### src/rtl/mips_decode_stage_pkg.sv
// Shared encodings for the MIPS decode stage: opcode/funct values, ALU op codes,
// second-operand source selects, the control bundle and the stage state type.
package mips_decode_stage_pkg;

   localparam logic [5:0] OP_OTHER0 = 6'h00;
   localparam logic [5:0] OP_ADDI   = 6'h08;
   localparam logic [5:0] OP_ANDI   = 6'h0c;
   localparam logic [5:0] OP_ORI    = 6'h0d;
   localparam logic [5:0] OP_XORI   = 6'h0e;

   localparam logic [5:0] OP0_ADD = 6'h20;
   localparam logic [5:0] OP0_SUB = 6'h22;
   localparam logic [5:0] OP0_AND = 6'h24;
   localparam logic [5:0] OP0_OR  = 6'h25;
   localparam logic [5:0] OP0_XOR = 6'h26;
   localparam logic [5:0] OP0_NOR = 6'h27;

   localparam logic [2:0] ALU_NONE = 3'b000;
   localparam logic [2:0] ALU_ADD  = 3'b010;
   localparam logic [2:0] ALU_SUB  = 3'b011;
   localparam logic [2:0] ALU_AND  = 3'b100;
   localparam logic [2:0] ALU_OR   = 3'b101;
   localparam logic [2:0] ALU_NOR  = 3'b110;
   localparam logic [2:0] ALU_XOR  = 3'b111;

   localparam logic [1:0] SRC2_REG  = 2'b00;
   localparam logic [1:0] SRC2_SEXT = 2'b01;
   localparam logic [1:0] SRC2_ZEXT = 2'b10;
   localparam logic [1:0] SRC2_BAD  = 2'b11;

   typedef struct packed {
      logic       rd_src;
      logic       writeenable;
      logic [1:0] alu_src2;
      logic [2:0] alu_op;
      logic       except;
   } ctrl_t;

   typedef enum logic {
      ST_RUN,
      ST_HALTED
   } state_t;

endpackage

### src/rtl/mips_decode_stage_core.sv
// Purely combinational decode of one instruction word into ALU/regfile control,
// destination register select and the extended immediate.
module mips_decode_core
   import mips_decode_stage_pkg::*;
#(
   parameter int DATA_WIDTH = 32
) (
   input  logic [31:0]           inst,
   output ctrl_t                 ctrl,
   output logic [4:0]            dest_num,
   output logic [DATA_WIDTH-1:0] imm_ext
);

   logic [5:0]  opcode;
   logic [5:0]  funct;
   logic [15:0] imm;

   assign opcode = inst[31:26];
   assign funct  = inst[5:0];
   assign imm    = inst[15:0];

   always_comb begin
      ctrl.rd_src      = 1'b0;
      ctrl.writeenable = 1'b0;
      ctrl.alu_src2    = SRC2_BAD;
      ctrl.alu_op      = ALU_NONE;
      ctrl.except      = 1'b1;
      case (opcode)
         OP_OTHER0: begin
            // Unknown funct still reports a register-sourced operand.
            ctrl.alu_src2    = SRC2_REG;
            ctrl.writeenable = 1'b1;
            ctrl.except      = 1'b0;
            case (funct)
               OP0_ADD: ctrl.alu_op = ALU_ADD;
               OP0_SUB: ctrl.alu_op = ALU_SUB;
               OP0_AND: ctrl.alu_op = ALU_AND;
               OP0_OR:  ctrl.alu_op = ALU_OR;
               OP0_NOR: ctrl.alu_op = ALU_NOR;
               OP0_XOR: ctrl.alu_op = ALU_XOR;
               default: begin
                  ctrl.writeenable = 1'b0;
                  ctrl.except      = 1'b1;
               end
            endcase
         end
         OP_ADDI, OP_ANDI, OP_ORI, OP_XORI: begin
            ctrl.rd_src      = 1'b1;
            ctrl.writeenable = 1'b1;
            ctrl.except      = 1'b0;
            ctrl.alu_src2    = (opcode == OP_ADDI) ? SRC2_SEXT : SRC2_ZEXT;
            case (opcode)
               OP_ADDI: ctrl.alu_op = ALU_ADD;
               OP_ANDI: ctrl.alu_op = ALU_AND;
               OP_ORI:  ctrl.alu_op = ALU_OR;
               default: ctrl.alu_op = ALU_XOR;
            endcase
         end
         default: ;
      endcase
   end

   assign dest_num = ctrl.rd_src ? inst[20:16] : inst[15:11];

   always_comb begin
      imm_ext = DATA_WIDTH'(imm);
      if (ctrl.alu_src2 == SRC2_SEXT) begin
         imm_ext = DATA_WIDTH'($signed(imm));
      end
   end

endmodule

### src/rtl/mips_decode_stage.sv
// Registered decode stage: valid/ready handshake, one-cycle output register,
// RUN/HALTED exception state machine and saturating exception counter.
module mips_decode_stage
   import mips_decode_stage_pkg::*;
#(
   parameter int DATA_WIDTH     = 32,
   parameter int CNT_WIDTH      = 8,
   parameter int HALT_ON_EXCEPT = 1
) (
   input  logic                  clock,
   input  logic                  reset,
   input  logic                  in_valid,
   output logic                  in_ready,
   input  logic [31:0]           inst,
   output logic                  out_valid,
   input  logic                  out_ready,
   output logic [4:0]            rs_num,
   output logic [4:0]            rt_num,
   output logic [4:0]            dest_num,
   output logic [DATA_WIDTH-1:0] imm_ext,
   output logic                  rd_src,
   output logic                  writeenable,
   output logic [1:0]            alu_src2,
   output logic [2:0]            alu_op,
   output logic                  except,
   output logic                  halted,
   input  logic                  clear_except,
   output logic [CNT_WIDTH-1:0]  except_count
);

   localparam logic HALT_EN = (HALT_ON_EXCEPT != 0);

   ctrl_t                 dec_ctrl;
   logic [4:0]            dec_dest;
   logic [DATA_WIDTH-1:0] dec_imm;

   state_t                state_q, state_d;
   logic                  out_valid_q, out_valid_d;
   logic [4:0]            rs_q, rs_d;
   logic [4:0]            rt_q, rt_d;
   logic [4:0]            dest_q, dest_d;
   logic [DATA_WIDTH-1:0] imm_q, imm_d;
   ctrl_t                 ctrl_q, ctrl_d;
   logic [CNT_WIDTH-1:0]  cnt_q, cnt_d;
   logic                  accept;
   logic                  transfer;

   mips_decode_core #(
      .DATA_WIDTH (DATA_WIDTH)
   ) u_core (
      .inst     (inst),
      .ctrl     (dec_ctrl),
      .dest_num (dec_dest),
      .imm_ext  (dec_imm)
   );

   assign halted   = (state_q == ST_HALTED);
   assign in_ready = (~out_valid_q | out_ready) & ~halted;
   assign accept   = in_valid & in_ready;
   assign transfer = out_valid_q & out_ready;

   always_comb begin
      out_valid_d = out_valid_q;
      rs_d        = rs_q;
      rt_d        = rt_q;
      dest_d      = dest_q;
      imm_d       = imm_q;
      ctrl_d      = ctrl_q;
      if (accept) begin
         out_valid_d = 1'b1;
         rs_d        = inst[25:21];
         rt_d        = inst[20:16];
         dest_d      = dec_dest;
         imm_d       = dec_imm;
         ctrl_d      = dec_ctrl;
      end else if (transfer) begin
         out_valid_d = 1'b0;
      end
   end

   // Counts on the way out, so the held word's except bit is the one that matters.
   always_comb begin
      cnt_d = cnt_q;
      if (transfer && ctrl_q.except && !(&cnt_q)) begin
         cnt_d = cnt_q + 1'b1;
      end
   end

   // A newly accepted exception beats a simultaneous clear.
   always_comb begin
      state_d = state_q;
      if (accept && dec_ctrl.except && HALT_EN) begin
         state_d = ST_HALTED;
      end else if (state_q == ST_HALTED && clear_except) begin
         state_d = ST_RUN;
      end
   end

   always_ff @(posedge clock) begin
      if (reset) begin
         state_q     <= ST_RUN;
         out_valid_q <= 1'b0;
         rs_q        <= '0;
         rt_q        <= '0;
         dest_q      <= '0;
         imm_q       <= '0;
         ctrl_q      <= '0;
         cnt_q       <= '0;
      end else begin
         state_q     <= state_d;
         out_valid_q <= out_valid_d;
         rs_q        <= rs_d;
         rt_q        <= rt_d;
         dest_q      <= dest_d;
         imm_q       <= imm_d;
         ctrl_q      <= ctrl_d;
         cnt_q       <= cnt_d;
      end
   end

   assign out_valid    = out_valid_q;
   assign rs_num       = rs_q;
   assign rt_num       = rt_q;
   assign dest_num     = dest_q;
   assign imm_ext      = imm_q;
   assign rd_src       = ctrl_q.rd_src;
   assign writeenable  = ctrl_q.writeenable;
   assign alu_src2     = ctrl_q.alu_src2;
   assign alu_op       = ctrl_q.alu_op;
   assign except       = ctrl_q.except;
   assign except_count = cnt_q;

endmodule
### config.mk
export PLATFORM = sky130hd
export DESIGN_NAME = mips_decode_stage
export DESIGN_NICKNAME = d
export VERILOG_FILES = /design/src/rtl/mips_decode_stage_pkg.sv /design/src/rtl/mips_decode_stage_core.sv /design/src/rtl/mips_decode_stage.sv
export SDC_FILE = /design/constraint.sdc
export NUM_CORES = 1
export LEC_CHECK = 0
export BUFFER_PORTS_ARGS = -buffer_cell sky130_fd_sc_hd__buf_4
export CAP_MARGIN = 5
export CORE_MARGIN = 2
export CORE_UTILIZATION = 35
export CTS_CLUSTER_DIAMETER = 150
export DETAILED_ROUTE_END_ITERATION = 10
export PLACE_DENSITY = 0.65
export SLEW_MARGIN = 5
export SYNTH_ARGS = -nofsm -noshare
export SYNTH_HDL_FRONTEND = slang
export SYNTH_SLANG_ARGS = --single-unit
export TNS_END_PERCENT = 50
### constraint.sdc
create_clock -name clock -period 2.9 [get_ports clock]
set_clock_uncertainty 0.15 [all_clocks]
set_input_delay 0.58 -clock clock [delete_from_list [all_inputs] [get_ports clock]]
set_output_delay 0.58 -clock clock [all_outputs]
set_load 0.1 [all_outputs]
-- After elaboration in Yosys (flattened, before gate mapping)
Cells that the tools add are included.
- $add $sub $neg: 1
- multiply operators: 0
- divide/modulo/power cells: 0
- order comparisons: 0
- eq/ne operators: 11
- shift operators: 0
- multiplexer cells: 13
- bitwise logic cells: 6
- reductions and logical operators: 11
- operators with widths (cell ; count):
    equality test 6 bit, second input constant ; 6
    two-way mux 32 bit ; 1
    equality test 6 x 4 -> 1 bit, second input constant ; 4
    case mux 3 bit (6 select lines) ; 1
    case mux 7 bit (2 select lines) ; 1
    case mux 3 bit (3 select lines) ; 1
    adder 8 x 1 -> 8 bit, second input constant ; 1
    AND reduction 8 bit ; 1
    two-way mux 1 bit ; 7
    logical NOT 6 bit ; 1
    OR reduction 6 bit ; 1
    two-way mux 5 bit ; 1
    logical AND 1 bit ; 4
    nonzero test 2 bit ; 2
    OR reduction 4 bit ; 1
    AND 1 bit ; 3
    equality test 2 x 1 -> 1 bit, second input constant ; 1
    two-way mux 2 bit ; 1
    NOT 1 bit ; 2
    logical NOT 1 bit ; 1
    OR 1 bit ; 1
- register bits: 65
- latch bits: 0
- memory bits (writable): 0
- ROM bits: 0
- memories: 0

-- Longest topological paths before layout
Gate-level depths: netlist of the first run.
- depth in word-level cells: 6
- mapped depth: 6

-- Cells and area by module
From an unflattened synthesis of the first run, not the netlist that was laid out.
- cells, all modules: 383
- area, all modules: 3365.7 µm²
- modules (own cells, without submodules) (module ; times used ; cells an instance ; area each (µm²) ; sequential area each (µm²)):
    mips_decode_stage ; 1 ; 319 ; 2867.8 ; 1301.2
    mips_decode_core ; 1 ; 64 ; 498.0 ; 0.0

-- Worst setup path before layout of the first run
No wires, ideal clock.
- path kind: reg2out
- start point: reg out_valid_q, in the netlist out_valid
- end point: out in_ready
- data arrival time: 2275 ps
- data required time: 2170 ps
- slack: -105 ps
- stages on the path, launching flop included: 3
- cell sequence: dfxtp_1 > nand2b_1 > nor2b_1
- longest elaborated chain between the ends: 3
- RTL lines (item ; RTL line ; source):
    start, declared ; mips_decode_stage.sv:38 ; logic out_valid_q, out_valid_d;
    start signal, assigned ; mips_decode_stage.sv:111 ; out_valid_q <= out_valid_d;
    NOT 1 bit ; mips_decode_stage.sv:58 ; assign in_ready = (~out_valid_q | out_ready) & ~halted;
    OR 1 bit ; mips_decode_stage.sv:58 ;
    AND 1 bit ; mips_decode_stage.sv:58 ;
    end, declared ; mips_decode_stage.sv:13 ; output logic in_ready,
No other way between the ends.

==> metrics.txt, run 1 <==
status finished, final reports clean; Storage cell area roughly 1000 um^2; max incr delay on CP ~0.66 ns; vias per cell approximately 5.1; Post-CTS Resized 0; Synth cell types 42; row count 28; clk_lat worst skew ~0.30 ns; Post-synth EDFFs 0; vias in the first global route around 2000; GRT overflow 0; H-tree Lvls 2; postcts setup bufs 0; fin util 50.5%; Worst VDD drop 0.356 mV; CP startpoint kind register; post-route ant nets 0; cell class contributing the biggest share of worst-path delay flip-flops; Worst-path clk slew roughly 0.090 ns; Fill cells roughly 630; period utilization a little under three quarters; Post-Synth Simple-Gate Area a little under a quarter; RSZ-0062 raised after global routing no; clock power share 27.3%; drt total wl slightly below 6000 um; CTS sink cnt 50; Design Power roughly 1.8 mW; commonest non-fill, non-tap cell in the layout buf_4; post-synth net total just over 300; pre-CTS setup slack between 0.5 and 0.6 ns; fin. max-slew vios 0; Comb pwr share 30.9%; most frequent cells in the layout buf_4, nand2_1, dfxtp_1; ys async rst share 0%; multi-input logic area approximately 990 um^2; TritonCTS buffer count 5; largest net degree at the start of global routing between 40 and 50; worst slew pin tran 0.649 ns; Ports between 100 and 150; CP Class register to primary output; final setup fails 0; Critical Path RT roughly 2.2 ns; total track usage approximately 17%; layout cells sized above 1 33.7%; combinational family with the most area after synthesis simple AND/OR/NAND/NOR gates; Core Area slightly below 6000 um^2; ANT cells 0; starting density of the core a little over a third; NetSw roughly 0.7 mW; Worst setup EP type primary output; die height between 80 and 90 um; cell area after synthesis ~2200 um^2; Max Fanout on Critical Path 17; Slew HR about 56%; Syn Area/Cell 8.08 um^2; cts hold-fix bufs 0; first-pass GRT wire length between 9000 and 10000 um; Max Cap Violations 0; internal power ~1.1 mW; switching share of power 38.1%; final hold violation count 0; Root Buffer clkbuf_8; Die Span X approximately 83 um; sequential fraction of design power a little over two fifths; CTS tree yes; post-synthesis cell count between 200 and 300; adder-cell share of the synthesized area 0.576%; Pwr Density approximately 600 nW/um^2; port bufs a little over 100; fmax around 480 MHz; post-synthesis compound-gate area fraction between 20% and 30%; GPL Wtd Cong ~0.9; antenna violations before repair 0; Crit-path slowest cell dfxtp_1; Yosys reg bits 50; critical-path cell list buf_4; Ys Warns 0; crit path DAT 1.35 ns; total iterations of the first detailed-routing run 4; CP bufs+invs 1; fin crit period roughly 2.1 ns; Clock Path Buffers 2; setup TNS 0 ns; DRC viols 0; multiplexer area fraction after synthesis less than 1%; post-layout worst setup margin 0.816 ns; Area Overhead vs Synth 38.3%; DR WL/cell 13.8 um; die footprint approximately 7000 um^2; xor/xnor cell area share of the yosys netlist less than 1%; LEAKAGE approximately 1.3 nW; Top FF cell, synth dfxtp_1; Hold/Removal Path Class register to register; Seq/Total Area, Yosys a little under half; Detailed Place HPWL roughly 4400 um; Layout Nets 390; via count between 2000 and 2500; initial DRC count 99
## cell usage after synthesis (5+ instances only)
master	instances	area, um^2
a21oi_1	42	210
dfxtp_1	50	1000
buf_4	15	113
o21ai_0	14	70.1
nor2_1	6	22.5
a31oi_1	6	37.5
and3_1	5	31.3
nand2_1	58	218
clkbuf_1	11	41.3
nand3_1	8	40.0
inv_1	5	18.8
## registers in the layout, indices dropped and copies added (netlist names)
| name | flops |
|---|---|
| dest_num | 5 |
| rd_src | 1 |
| rs_num | 5 |
| imm_ext | 17 |
| writeenable | 1 |
| halted | 1 |
| rt_num | 5 |
| out_valid | 1 |
| except | 1 |
| alu_op | 3 |
| except_count | 8 |
| alu_src2 | 2 |
## path summary, 6_finish.rpt
check                                             startpoint                      endpoint  slack, ns  depth (start not counted)
worst max-delay path                imm_ext[30]$_SDFFE_PP0P_                   imm_ext[22]       0.82                          1
worst min-delay path                 imm_ext[3]$_SDFFE_PP0P_       imm_ext[3]$_SDFFE_PP0P_       0.31                          2
worst max register to register  except_count[0]$_SDFFE_PP0P_  except_count[1]$_SDFFE_PP0P_       1.23                          5
worst min register to register       imm_ext[3]$_SDFFE_PP0P_       imm_ext[3]$_SDFFE_PP0P_       0.31                          2
## stage by stage
step	cell area (um^2)	hold WS [ns]	cells
finish	3010	0.309	428
global placement	2900	0.292	420
CTS	3010	0.310	428
detailed placement	2900	0.297	420
global route	3010	0.328	428
floorplan	2180	0.566	269
## power groups by stage
stage,Sequential (mW),Clock [mW],Combinational (mW)
detailed placement,0.766,0,0.557
floorplan,1.06,0,0.118
finish,0.750,0.488,0.554
global route,0.756,0.538,0.580
global placement,0.765,0,0.553
CTS,0.750,0.509,0.557
## kinds of logic (layout without fill, tap and decap cells)
| family | count (synthesis) | after routing |
|---|---|---|
| flops | 50 | 50 |
| fa+ha+maj | 1 | 1 |
| compound gates | 77 | 77 |
| buf+inv | 35 | 119 |
| simple gates | 102 | 102 |
| xor+xnor | 2 | 2 |
| mux | 2 | 2 |
## routing by layer
layer,wire (um),track usage (%)
met1,2700,22.1
met2,2800,28.0
met3,302,4.08
met4,102,5.51
met5,0,0
## worst register-to-register path, stage by stage, from the launching register on
cell	delay, ns
dfxtp_1	0.40
ha_1	0.31
nand3_1	0.10
o21ai_0	0.32
mux2i_1	0.22
nor2_1	0.05
## area by class of cell
cell class,count,share of cell area (%)
clock buffer,5,2.29
clock inverter,3,1.33
inverter,5,0.624
multi-input combinational,184,32.8
sequential,50,33.3
tap,75,3.12
timing repair buffer,106,26.5
No activity file was read; power rests on OpenSTA's default activity.
==> run 2, diff against run 1 <==
- PLACE_DENSITY: 0.65 -> 0.68
- clock period: 2.9 -> 1.87 ns (I/O delays scaled with it)
==> run 2 against run 1 <==
Effect of this change: non-clock buffer count increased by 11; combinational power grew 59%; clock-buffer cell count grew 1; critical path type unchanged.
==> metrics.txt, run 2 (synthesis results as in run 1) <==
CTS sink cnt 50; max incr delay on CP 0.36 ns; Worst setup EP type primary output; cell class contributing the biggest share of worst-path delay flip-flops; fin util approximately 53%; initial DRC count 117; Comb pwr share between 30 and 40%; switching share of power a little under 40%; final setup fails 0; Layout Nets roughly 400; vias in the first global route between 2000 and 2500; crit path DAT 1.25 ns; CP bufs+invs 1; starting density of the core between 30% and 40%; first-pass GRT wire length around 10000 um; Pwr Density 874 nW/um^2; TritonCTS buffer count 5; CTS tree yes; ANT cells 0; max reg flops 17; area post-placement 3030 um^2; row count 28; Slew HR between 60% and 70%; status finished, final reports clean; die height 82.8 um; clock power share ~25%; fmax about 560 MHz; critical-path cell list nand2b_1, nor2b_4, buf_4; fin. max-slew vios 0; Root Buffer clkbuf_8; post-route ant nets 0; total iterations of the first detailed-routing run 6; GPL Wtd Cong around 0.85; drt total wl 5930 um; port bufs approximately 100; Critical Path RT 1.35 ns; cts hold-fix bufs 0; layout cells sized above 1 39.6%; NetSw between 1 and 1.5 mW; Die Span X around 83 um; H-tree Lvls 2; internal power around 1.7 mW; most frequent cells in the layout buf_4, nand2_1, a21oi_1; DR WL/cell 13.5 um; Reg2Reg Setup Slack between 0.2 and 0.3 ns; worst slew pin tran roughly 0.52 ns; Ports between 100 and 150; Hold/Removal Path Class input port to register; vias per cell about 5; RSZ-0062 raised after global routing no; largest net degree at the start of global routing 32; clk_lat worst skew 0.30 ns; Area Overhead vs Synth 44.0%; Finished Cell Area 3130 um^2; Crit-path slowest cell dfxtp_4; Clock Path Buffers 2; LEAKAGE between 1 and 1.5 nW; GRT overflow 0; Core Area between 5000 and 6000 um^2; DRC viols 0; fin crit period between 1.5 and 2 ns; Post-CTS Resized 0; postcts setup bufs 0; Max Fanout on Critical Path 4; via count ~2200; Detailed Place HPWL 4470 um; die footprint 6860 um^2; Design Power ~2.7 mW; antenna violations before repair 0; final hold violation count 0; Max Cap Violations 0; total track usage 17.3%; Worst VDD drop roughly 0.39 mV; CP Class register to primary output; commonest non-fill, non-tap cell in the layout buf_4; sequential fraction of design power around 43%; Worst-path clk slew around 0.09 ns; CP startpoint kind register; period utilization a little over nine tenths
run 2: cell types whose count changed in the layout (fill, tap and decap cells not counted), sizes merged:
cell    before  now
clkbuf       5    6
bufinv       1    0
buf        106  117
run 2: routing by layer:
layer / wire, um / up-vias / share of wire (%) / track usage (%)
met3: 404 / 6 / 6.8 / 5.17
met4: 69 / 0 / 1.2 / 5.96
li1: - / 1111 / - / -
met1: 2590 / 1018 / 44 / 21.5
met2: 2860 / 74 / 48 / 28.4
met5: 0 / - / 0 / 0
run 2: power by group through the flow:
| stage | Combinational, mW | Clock [mW] | Sequential, mW |
|---|---|---|---|
| final | 0.883 | 0.692 | 1.16 |
| after global placement | 0.884 | 0 | 1.18 |
| after detailed placement | 0.887 | 0 | 1.19 |
| after CTS | 0.889 | 0.723 | 1.16 |
| after floorplan | 0.184 | 0 | 1.64 |
| after global routing | 0.928 | 0.764 | 1.17 |
run 2: layout make-up:
| cell class | count | area [um^2] |
|---|---|---|
| Clock buffer | 6 | 93.8 |
| Clock inverter | 2 | 10.0 |
| Fill cell | 591 | 2830 |
| Inverter | 5 | 18.8 |
| Multi-Input combinational cell | 184 | 997 |
| Sequential cell | 50 | 1030 |
| Tap cell | 75 | 93.8 |
| Timing Repair Buffer | 117 | 891 |
run 2: worst reg2reg max path, cell delays in order (launching register included):
cell and delay [ns]:
dfxtp_4 0.38, ha_1 0.29, nand3_1 0.11, o21ai_0 0.33, mux2i_1 0.23, nor2_1 0.05
run 2: through the flow:
step | hold WS, ns | worst slack, ns | setup TNS (ns) | cells
4_1_cts | 0.157 | 0.0856 | 0 | 439
6_report | 0.163 | 0.0986 | 0 | 439
2_1_floorplan | 0.360 | -0.00505 | -0.00878 | 269
5_1_grt | 0.157 | 0.0264 | 0 | 439
3_3_place_gp | 0.293 | -0.171 | -0.501 | 431
3_5_place_dp | 0.297 | -0.192 | -0.574 | 431
run 2: worst paths after layout:
| check | from | depth (start not counted) | end |
|---|---|---|---|
| max reg2reg | except_count[0]$_SDFFE_PP0P_ | 5 | except_count[1]$_SDFFE_PP0P_ |
| min reg2reg | imm_ext[14]$_SDFFE_PP0P_ | 2 | imm_ext[14]$_SDFFE_PP0P_ |
| min | inst[21] | 3 | rs_num[0]$_SDFFE_PP0P_ |
| max | out_valid$_SDFFE_PP0P_ | 3 | in_ready |
